$ cat src/rtl/counter_step_ctrl_pkg.sv
// Shared types and constants for the counter step front-end.
//   state_e   : controller FSM states
//   DIR_*     : encoding of owner_dn (0 = up, 1 = down)
//   BTN_*     : lane index of each button in the debounce array
//   btn_evt_t : per-button rise/fall strobes from the debouncer
//   cnt_w()   : counter width needed to hold values 0..n-1
package counter_step_pkg;

  typedef enum logic [1:0] {
    ST_IDLE   = 2'd0,
    ST_OWN_UP = 2'd1,
    ST_OWN_DN = 2'd2
  } state_e;

  localparam logic DIR_UP = 1'b0;
  localparam logic DIR_DN = 1'b1;

  localparam int NUM_BTN = 2;
  localparam int BTN_UP  = 0;
  localparam int BTN_DN  = 1;

  typedef struct packed {
    logic rise;
    logic fall;
  } btn_evt_t;

  function automatic int cnt_w(input int n);
    return (n < 2) ? 1 : $clog2(n);
  endfunction

endpackage

$ cat src/rtl/counter_step_ctrl_if.sv
// Button / step bus between the push-button side and the controller.
//   push1, push2 : raw asynchronous up / down buttons (active high)
//   step_up/dn   : one-cycle step requests to the counter
//   busy         : a button currently owns the controller
//   owner_dn     : direction of the current or last grant
interface counter_step_ctrl_if;
  logic push1;
  logic push2;
  logic step_up;
  logic step_dn;
  logic busy;
  logic owner_dn;

  modport master (
    output push1, push2,
    input  step_up, step_dn, busy, owner_dn
  );

  modport slave (
    input  push1, push2,
    output step_up, step_dn, busy, owner_dn
  );
endinterface

$ cat src/rtl/counter_step_ctrl_debounce.sv
// button_debounce: one button lane.
//   clk, rst_n : clock, async active-low reset
//   btn_i      : raw asynchronous button level
//   evt_o      : registered rise/fall strobes of the debounced level
// A 2-flop synchroniser feeds a counter that must see DEBOUNCE_CYCLES
// consecutive differing samples before the stable level flips.
module button_debounce
  import counter_step_pkg::*;
#(
  parameter int DEBOUNCE_CYCLES = 16
) (
  input  logic     clk,
  input  logic     rst_n,
  input  logic     btn_i,
  output btn_evt_t evt_o
);

  localparam int CW = cnt_w(DEBOUNCE_CYCLES);

  logic [1:0]    sync_q;
  logic          s_sync;
  logic [CW-1:0] cnt_q, cnt_d;
  logic          lvl_q, lvl_d;
  logic          rise_q, fall_q;

  assign s_sync = sync_q[1];

  always_comb begin
    cnt_d = cnt_q;
    lvl_d = lvl_q;
    if (s_sync == lvl_q) begin
      cnt_d = '0;
    end else if (cnt_q == CW'(DEBOUNCE_CYCLES - 1)) begin
      // last differing sample of the window: accept the new level
      lvl_d = s_sync;
      cnt_d = '0;
    end else begin
      cnt_d = cnt_q + 1'b1;
    end
  end

  always_ff @(posedge clk or negedge rst_n) begin
    if (!rst_n) begin
      sync_q <= '0;
      cnt_q  <= '0;
      lvl_q  <= 1'b0;
      rise_q <= 1'b0;
      fall_q <= 1'b0;
    end else begin
      sync_q <= {sync_q[0], btn_i};
      cnt_q  <= cnt_d;
      lvl_q  <= lvl_d;
      rise_q <= lvl_d & ~lvl_q;
      fall_q <= ~lvl_d & lvl_q;
    end
  end

  assign evt_o.rise = rise_q;
  assign evt_o.fall = fall_q;

endmodule

$ cat src/rtl/counter_step_ctrl.sv
// counter_step_ctrl: debounced, arbitrated, auto-repeating step generator
// for the 3-bit up/down counter.
//   clk, rst_n : clock, async active-low reset
//   bus        : slave side of counter_step_ctrl_if (buttons in, steps out)
// Each physical press yields one step pulse; holding the owning button
// repeats after REPEAT_DELAY then every REPEAT_PERIOD cycles.
module counter_step_ctrl
  import counter_step_pkg::*;
#(
  parameter int DEBOUNCE_CYCLES = 16,
  parameter int REPEAT_EN       = 1,
  parameter int REPEAT_DELAY    = 64,
  parameter int REPEAT_PERIOD   = 16
) (
  input  logic                 clk,
  input  logic                 rst_n,
  counter_step_ctrl_if.slave   bus
);

  localparam logic [1:0] IDLE   = ST_IDLE;
  localparam logic [1:0] OWN_UP = ST_OWN_UP;
  localparam logic [1:0] OWN_DN = ST_OWN_DN;

  localparam int TMAX = (REPEAT_DELAY > REPEAT_PERIOD) ? REPEAT_DELAY : REPEAT_PERIOD;
  localparam int TW   = cnt_w(TMAX);

  logic [NUM_BTN-1:0] push;
  btn_evt_t [NUM_BTN-1:0] evt;

  assign push[BTN_UP] = bus.push1;
  assign push[BTN_DN] = bus.push2;

  for (genvar g = 0; g < NUM_BTN; g++) begin : g_btn
    button_debounce #(
      .DEBOUNCE_CYCLES (DEBOUNCE_CYCLES)
    ) u_db (
      .clk   (clk),
      .rst_n (rst_n),
      .btn_i (push[g]),
      .evt_o (evt[g])
    );
  end

  logic [1:0]    state_q, state_d;
  logic [TW-1:0] tmr_q, tmr_d;
  logic          first_q, first_d;   // next repeat is the initial (long) one
  logic          owner_q, owner_d;
  logic          step_up_q, step_up_d;
  logic          step_dn_q, step_dn_d;
  logic          busy_q;
  logic          rpt_due;
  logic          own_fall;

  assign rpt_due = (REPEAT_EN != 0) &&
                   (tmr_q == (first_q ? TW'(REPEAT_DELAY - 1) : TW'(REPEAT_PERIOD - 1)));

  always_comb begin
    state_d   = state_q;
    tmr_d     = tmr_q;
    first_d   = first_q;
    owner_d   = owner_q;
    step_up_d = 1'b0;
    step_dn_d = 1'b0;
    own_fall  = 1'b0;
    unique case (state_q)
      IDLE: begin
        tmr_d   = '0;
        first_d = 1'b1;
        // simultaneous rises go to the direction that did not win last
        if (evt[BTN_UP].rise && (!evt[BTN_DN].rise || owner_q == DIR_DN)) begin
          state_d   = OWN_UP;
          step_up_d = 1'b1;
          owner_d   = DIR_UP;
        end else if (evt[BTN_DN].rise) begin
          state_d   = OWN_DN;
          step_dn_d = 1'b1;
          owner_d   = DIR_DN;
        end
      end
      OWN_UP, OWN_DN: begin
        // the other button's edges are ignored while owned
        own_fall = (state_q == OWN_UP) ? evt[BTN_UP].fall : evt[BTN_DN].fall;
        if (own_fall) begin
          state_d = IDLE;
          tmr_d   = '0;
          first_d = 1'b1;
        end else if (rpt_due) begin
          step_up_d = (state_q == OWN_UP);
          step_dn_d = (state_q == OWN_DN);
          tmr_d     = '0;
          first_d   = 1'b0;
        end else if (REPEAT_EN != 0) begin
          tmr_d = tmr_q + 1'b1;
        end
      end
      default: begin
        state_d = IDLE;
        tmr_d   = '0;
        first_d = 1'b1;
      end
    endcase
  end

  always_ff @(posedge clk or negedge rst_n) begin
    if (!rst_n) begin
      state_q   <= IDLE;
      tmr_q     <= '0;
      first_q   <= 1'b1;
      owner_q   <= DIR_DN;
      step_up_q <= 1'b0;
      step_dn_q <= 1'b0;
      busy_q    <= 1'b0;
    end else begin
      state_q   <= state_d;
      tmr_q     <= tmr_d;
      first_q   <= first_d;
      owner_q   <= owner_d;
      step_up_q <= step_up_d;
      step_dn_q <= step_dn_d;
      busy_q    <= (state_d != IDLE);
    end
  end

  assign bus.step_up  = step_up_q;
  assign bus.step_dn  = step_dn_q;
  assign bus.busy     = busy_q;
  assign bus.owner_dn = owner_q;

endmodule

$ cat src/flat_wrapper.sv
// flat-port wrapper written by rule: the top's interface ports become plain ports
module counter_step_ctrl_flat import counter_step_pkg::*;
#(
  parameter int DEBOUNCE_CYCLES = 16,
  parameter int REPEAT_EN       = 1,
  parameter int REPEAT_DELAY    = 64,
  parameter int REPEAT_PERIOD   = 16
)
  (clk, rst_n, bus_push1, bus_push2, bus_step_up, bus_step_dn, bus_busy, bus_owner_dn);
  counter_step_ctrl_if bus_i ();
  input  logic clk;
  input  logic rst_n;
  input wire logic [$bits(bus_i.push1)-1:0] bus_push1;
  input wire logic [$bits(bus_i.push2)-1:0] bus_push2;
  output wire logic [$bits(bus_i.step_up)-1:0] bus_step_up;
  output wire logic [$bits(bus_i.step_dn)-1:0] bus_step_dn;
  output wire logic [$bits(bus_i.busy)-1:0] bus_busy;
  output wire logic [$bits(bus_i.owner_dn)-1:0] bus_owner_dn;
  assign bus_i.push1 = bus_push1;
  assign bus_i.push2 = bus_push2;
  assign bus_step_up = bus_i.step_up;
  assign bus_step_dn = bus_i.step_dn;
  assign bus_busy = bus_i.busy;
  assign bus_owner_dn = bus_i.owner_dn;
  counter_step_ctrl #(.DEBOUNCE_CYCLES(DEBOUNCE_CYCLES), .REPEAT_EN(REPEAT_EN), .REPEAT_DELAY(REPEAT_DELAY), .REPEAT_PERIOD(REPEAT_PERIOD)) u_core (.clk(clk), .rst_n(rst_n), .bus(bus_i));
endmodule
$ cat config.mk
export PLATFORM = sky130hd
export DESIGN_NAME = counter_step_ctrl_flat
export DESIGN_NICKNAME = d
export VERILOG_FILES = /design/src/rtl/counter_step_ctrl_pkg.sv /design/src/rtl/counter_step_ctrl_if.sv /design/src/rtl/counter_step_ctrl_debounce.sv /design/src/rtl/counter_step_ctrl.sv /design/src/flat_wrapper.sv
export SDC_FILE = /design/constraint.sdc
export NUM_CORES = 1
export LEC_CHECK = 0
export ABC_AREA = 0
export CAP_MARGIN = 20
export CORE_UTILIZATION = 45
export DETAILED_ROUTE_END_ITERATION = 8
export GPL_TIMING_DRIVEN = 0
export SLEW_MARGIN = 25
export SYNTH_ARGS = -nofsm -noshare
export SYNTH_HDL_FRONTEND = slang
export SYNTH_SLANG_ARGS = --single-unit
$ cat constraint.sdc
create_clock -name clk -period 2.2 [get_ports clk]
set_input_delay 0.22 -clock clk [delete_from_list [all_inputs] [get_ports clk]]
set_output_delay 0.22 -clock clk [all_outputs]
set_load 0.05 [all_outputs]
== Word level (Yosys, flattened, before mapping) ==
Index checks and enable logic that the tools add are counted.
Storage, ports and cells
  bits in registers: 31
  bits of input ports: 4
  word-level logic and storage cells: 75
Operators by class
  add/subtract/negate cells: 3
  equality and inequality tests: 8
  bitwise gates (word level): 8
  mux-type cells: 31
  reduce and logical (&&, ||, !) cells: 8
Operators by type and width (number)
  2-to-1 mux 6 bit: 4
  2-to-1 mux 1 bit: 17
  2-to-1 mux 4 bit: 4
  adder 4 x 1 -> 4 bit, second input constant: 2
  == test 4 bit, second input constant: 2
  adder 6 x 1 -> 6 bit, second input constant: 1
  == test 6 bit: 1
  2-to-1 mux 2 bit: 3
  bitwise AND 1 bit: 4
  inverter 1 bit: 4
  one-hot mux 1 bit (2 select lines): 2
  one-hot mux 2 bit (2 select lines): 1
  nonzero test 2 bit: 2
  != test 3 x 1 -> 1 bit, second input constant: 1
  == test 1 bit: 2
  == test 2 x 1 -> 1 bit, second input constant: 1
  == test 2 bit, second input constant: 1
  zero test 2 bit: 1
  AND reduction 2 bit: 1
  OR reduction 2 bit: 1
  logical AND 1 bit: 1
  zero test 1 bit: 1
  logical OR 1 bit: 1

== Depth between registers and ports, before layout ==
  depth in word-level cells: 6
  depth in mapped cells: 6
  mapped depth without buffers: 6

== By module ==
A second synthesis with hierarchy kept.
Second synthesis, totals
  cell total of the unflattened synthesis: 110
  area, all modules: 1345.0 um2
By module, submodules not included
  button_debounce: cells each 24, instances 2, area each 350.3 um2
  counter_step_ctrl: cells each 62, instances 1, area each 644.4 um2

== Least setup slack after synthesis ==
Ideal clock, no wire load.
  kind: flip-flop to flip-flop
  start point: reg u_core.owner_q (netlist: u_core.bus.owner_dn)
  end point: reg u_core.busy_q (netlist: u_core.bus.busy)
  data required time: 2071 ps
  clock period less this slack: 1402 ps
  stages on the path, launching flop included: 5
  slack: 798 ps
  arrival: 1273 ps
  cells stage by stage: dfstp_2 -> nand2_1 -> a31oi_1 -> a21boi_0 -> o22ai_1
Between the ends
  word-level cells in the longest chain between the ends: 5
RTL lines
  start: declaration: line counter_step_ctrl.sv:47  | logic owner_q, owner_d;
  start signal: assignment: line counter_step_ctrl.sv:117  | owner_q <= owner_d;
  logical OR 1 bit: line counter_step_ctrl.sv:70  | if (evt[BTN_UP].rise && (!evt[BTN_DN].rise || owner_q == DIR_DN)) begin
  logical AND 1 bit: line counter_step_ctrl.sv:70
  2-to-1 mux 2 bit: line counter_step_ctrl.sv:70
  one-hot mux 2 bit (2 select lines): line counter_step_ctrl.sv:65  | unique case (state_q)
  nonzero test 2 bit: line counter_step_ctrl.sv:120  | busy_q <= (state_d != IDLE);
  end signal: assignment: line counter_step_ctrl.sv:120
  end: declaration: line counter_step_ctrl.sv:50  | logic busy_q;
Every way passes these cells.
A chain may end at the register's enable or synchronous reset.

== Worst setup path after layout ==
  start point: reg u_core.owner_q (netlist: u_core.bus.owner_dn)
  end point: out bus_owner_dn
RTL lines
  end: declaration: line flat_wrapper.sv:18  | output wire logic [$bits(bus_i.owner_dn)-1:0] bus_owner_dn;
No word-level cell between the ends.

==> out/metrics.cfg <==
[sta]
max_freq_mhz=523
rsz0062_at_grt=false
maxSlewViolCount=0
hold-worst-slack_ns=0.335
hold_viol=0
fin_tns_setup_ns=0
setup_viol=0
timing.slew.headroom=0.562
worstMarginPinSlew_ns=0.657
period_share=0.868
skew_ns=0.00912
period_needed_ns=1.91

[hold_path]
min_to=u_core.g_btn[0].u_db.sync_q[0]
hp-class=input port to flip-flop
hold_depth=1
hp-start=bus_push1

[synth]
syn_inst=119
synthesis.area_sq_um=1330
syn-num-nets=130
synth_area_per_cell_sq_um=11.2
synthDistinctLibCells=25
yosysSeqAreaShare=0.586
ys_ff_latch=31
synth_warnings=0

[setup_path]
worstPathRequired_ns=1.98
crit_type=flip-flop to output pin
slowest_stage=clkdlybuf4s50_1
reg2reg_to=u_core.bus.busy
r2r_setup_slack_ns=0.68
cp_top_family=buffers and inverters
cp.arrival_ns=1.69
start_kind=flip-flop
path_cells=clkdlybuf4s50_1
slowest_delay_ns=0.80
crit_path_end_kind=output pin
crit_buf_inv=1
r2r_cells=5
r2r_start=u_core.state_q[0]
crit_start=u_core.bus.owner_dn
worst-path-max-fanout=5

[clock_network]
cts_root_buffer=clkbuf_4
clk_latency_ns=0.32
cts.sinks=31
clkTransAtPathRegs_ns=0.09
numCtsBuffers=5
clockBufferDepth=2
tritoncts=yes
htree_levels=2
cts_setup_buffers=0

[finish]
nNetsFinal=145
final_cell_area_sq_um=1510
drive_gt1_frac=0.111
diodes=0
instances_no_fill=166
areaGrowthSynthToFinish_pct=13.8

[pwr]
finalPower_w=0.000996
leakage_nw=0.655
power.density_nw_per_um2=659
ir_drop_mv=0.415

[routing]
postRouteAntennaNets=0
vias=861
route.met3.wl_um=81
via_per_inst=5.19
wire_per_inst_um=11.9
routed_wl_um=1980
drtIter0Drc=20
route.detailed.drc=0
route.met2.wl_um=896
drt-met1-wl_um=974
dr.pass1.iters=4
top_layer_used=met4

[global_routing]
globalRouteOverflowTotal=0
grt_max_degree=32
grt_pass1_wl_um=3550
antenna_found_initial=0
grt.total_usage=0.152
grt_pass1_vias=842

[job]
maxCapViolations=0

[die]
ioPinCount=8
rows=19
core_area_sq_um=2780
die_h_um=56.3
die_area_sq_um=3170
dieWidth_um=56.3
initial_core_util=0.477

[place]
port_buffers=7
placed_cell_area_sq_um=1430
gp_congestion=0.760
dp_cells=157
dpl.hpwl_um=1330

[status]
outcome=complete, no violations

## per-layer routing
metal / vias up / global-route usage
li1: 435 / -
met1: 408 / 0.197
met2: 14 / 0.228
met3: 4 / 0.0622
met4: 0 / 0.0627
met5: - / 0
## per-stage QoR
stage	worst slack, ns	utilization
after detailed placement	0.641	0.515
after global routing	0.240	0.543
final	0.289	0.543
after floorplan	0.798	-
after CTS	0.267	0.543
after global placement	0.409	0.516
## synthesized netlist by cell type (all sizes together)
library cell	n	area share
a21boi	2	0.011
o22ai	1	0.0047
mux2	2	0.017
o21a	1	0.0066
nand4b	2	0.013
ha	7	0.066
a21oi	9	0.037
inv	6	0.017
a31oi	1	0.0047
nor3b	6	0.034
dfstp	2	0.040
xor2	1	0.0066
or3	1	0.0047
nor3	2	0.0075
xnor2	6	0.040
nor2b	3	0.014
o21ai	6	0.023
dfrtp	29	0.55
o21bai	1	0.0057
nor2	13	0.037
nand3	9	0.034
nand2b	2	0.011
nand2	7	0.020
## registers in the layout, indices dropped and copies added, names as in the netlist
register	cells
u_core.first_q	1
u_core.bus.step_dn	1
u_core.g_btn.u_db.cnt_q	8
u_core.g_btn.u_db.rise_q	2
u_core.g_btn.u_db.fall_q	2
u_core.state_q	2
u_core.bus.busy	1
u_core.bus.owner_dn	1
u_core.g_btn.u_db.sync_q	4
u_core.g_btn.u_db.lvl_q	2
u_core.bus.step_up	1
u_core.tmr_q	6
## report_power, final
part	internal, W	switching [W]	total, W
clock network	0.000188	0.000176	0.000364
registers	0.000582	0.0000114	0.000594
logic	0.0000171	0.0000212	0.0000382
## logic make-up (layout without fill, tap and decap cells)
logic type,Yosys count,in the layout,share of synthesized area
simple gates,45,45,0.175
flops,31,31,0.586
compound gates,21,21,0.0924
fa+ha+maj,7,7,0.0660
xor+xnor,7,7,0.0462
buf+inv,6,22,0.0170
mux,2,2,0.0170
## layout make-up
class / count / area (sq um)
Timing Repair Buffer: 8 / 75.1
Inverter: 6 / 22.5
Sequential cell: 31 / 778
Tap cell: 31 / 38.8
Clock buffer: 8 / 68.8
Multi-Input combinational cell: 82 / 527
Fill cell: 256 / 1270
## how the worst max path moves through the flow
stage                                    end  slack, ns  depth (start not counted)
2_1_floorplan                u_core.bus.busy       0.80                          4
3_3_place_gp   u_core.g_btn[1].u_db.cnt_q[0]       0.41                          1
3_5_place_dp                    bus_owner_dn       0.64                          1
4_1_cts                         bus_owner_dn       0.27                          1
5_1_grt                         bus_owner_dn       0.24                          1
6_report                        bus_owner_dn       0.29                          1
## what timing repair did
action / in CTS / in global routing
hold buffers: 1 / 0
gates resized for setup: 0 / 0
hold endpoints to repair: 29 / 0
## layout by cell type (no fill, tap or decap), types with 2 or more instances in the layout
cell type | synthesis | layout
dfstp_2 | 2 | 2
clkbuf_4 | 0 | 5
nor2b_1 | 3 | 3
clkdlybuf4s50_1 | 0 | 6
xnor2_1 | 6 | 6
ha_1 | 7 | 7
clkbuf_8 | 0 | 2
nand3_1 | 9 | 9
a21boi_0 | 2 | 2
nor3_1 | 2 | 2
inv_1 | 6 | 6
nor2_1 | 13 | 13
mux2_2 | 2 | 2
a21oi_1 | 8 | 8
dfrtp_1 | 29 | 29
o21ai_0 | 6 | 6
nand2_1 | 7 | 7
nand4b_1 | 2 | 2
nor3b_1 | 6 | 6
## worst reg2reg max path, cell delays in order, from the launching register on
cell	delay (ns)
dfrtp_1	0.45
ha_1	0.24
nor2b_1	0.15
o21a_2	0.27
a21boi_0	0.20
o22ai_1	0.10
Power figures use the tool's default switching activity.
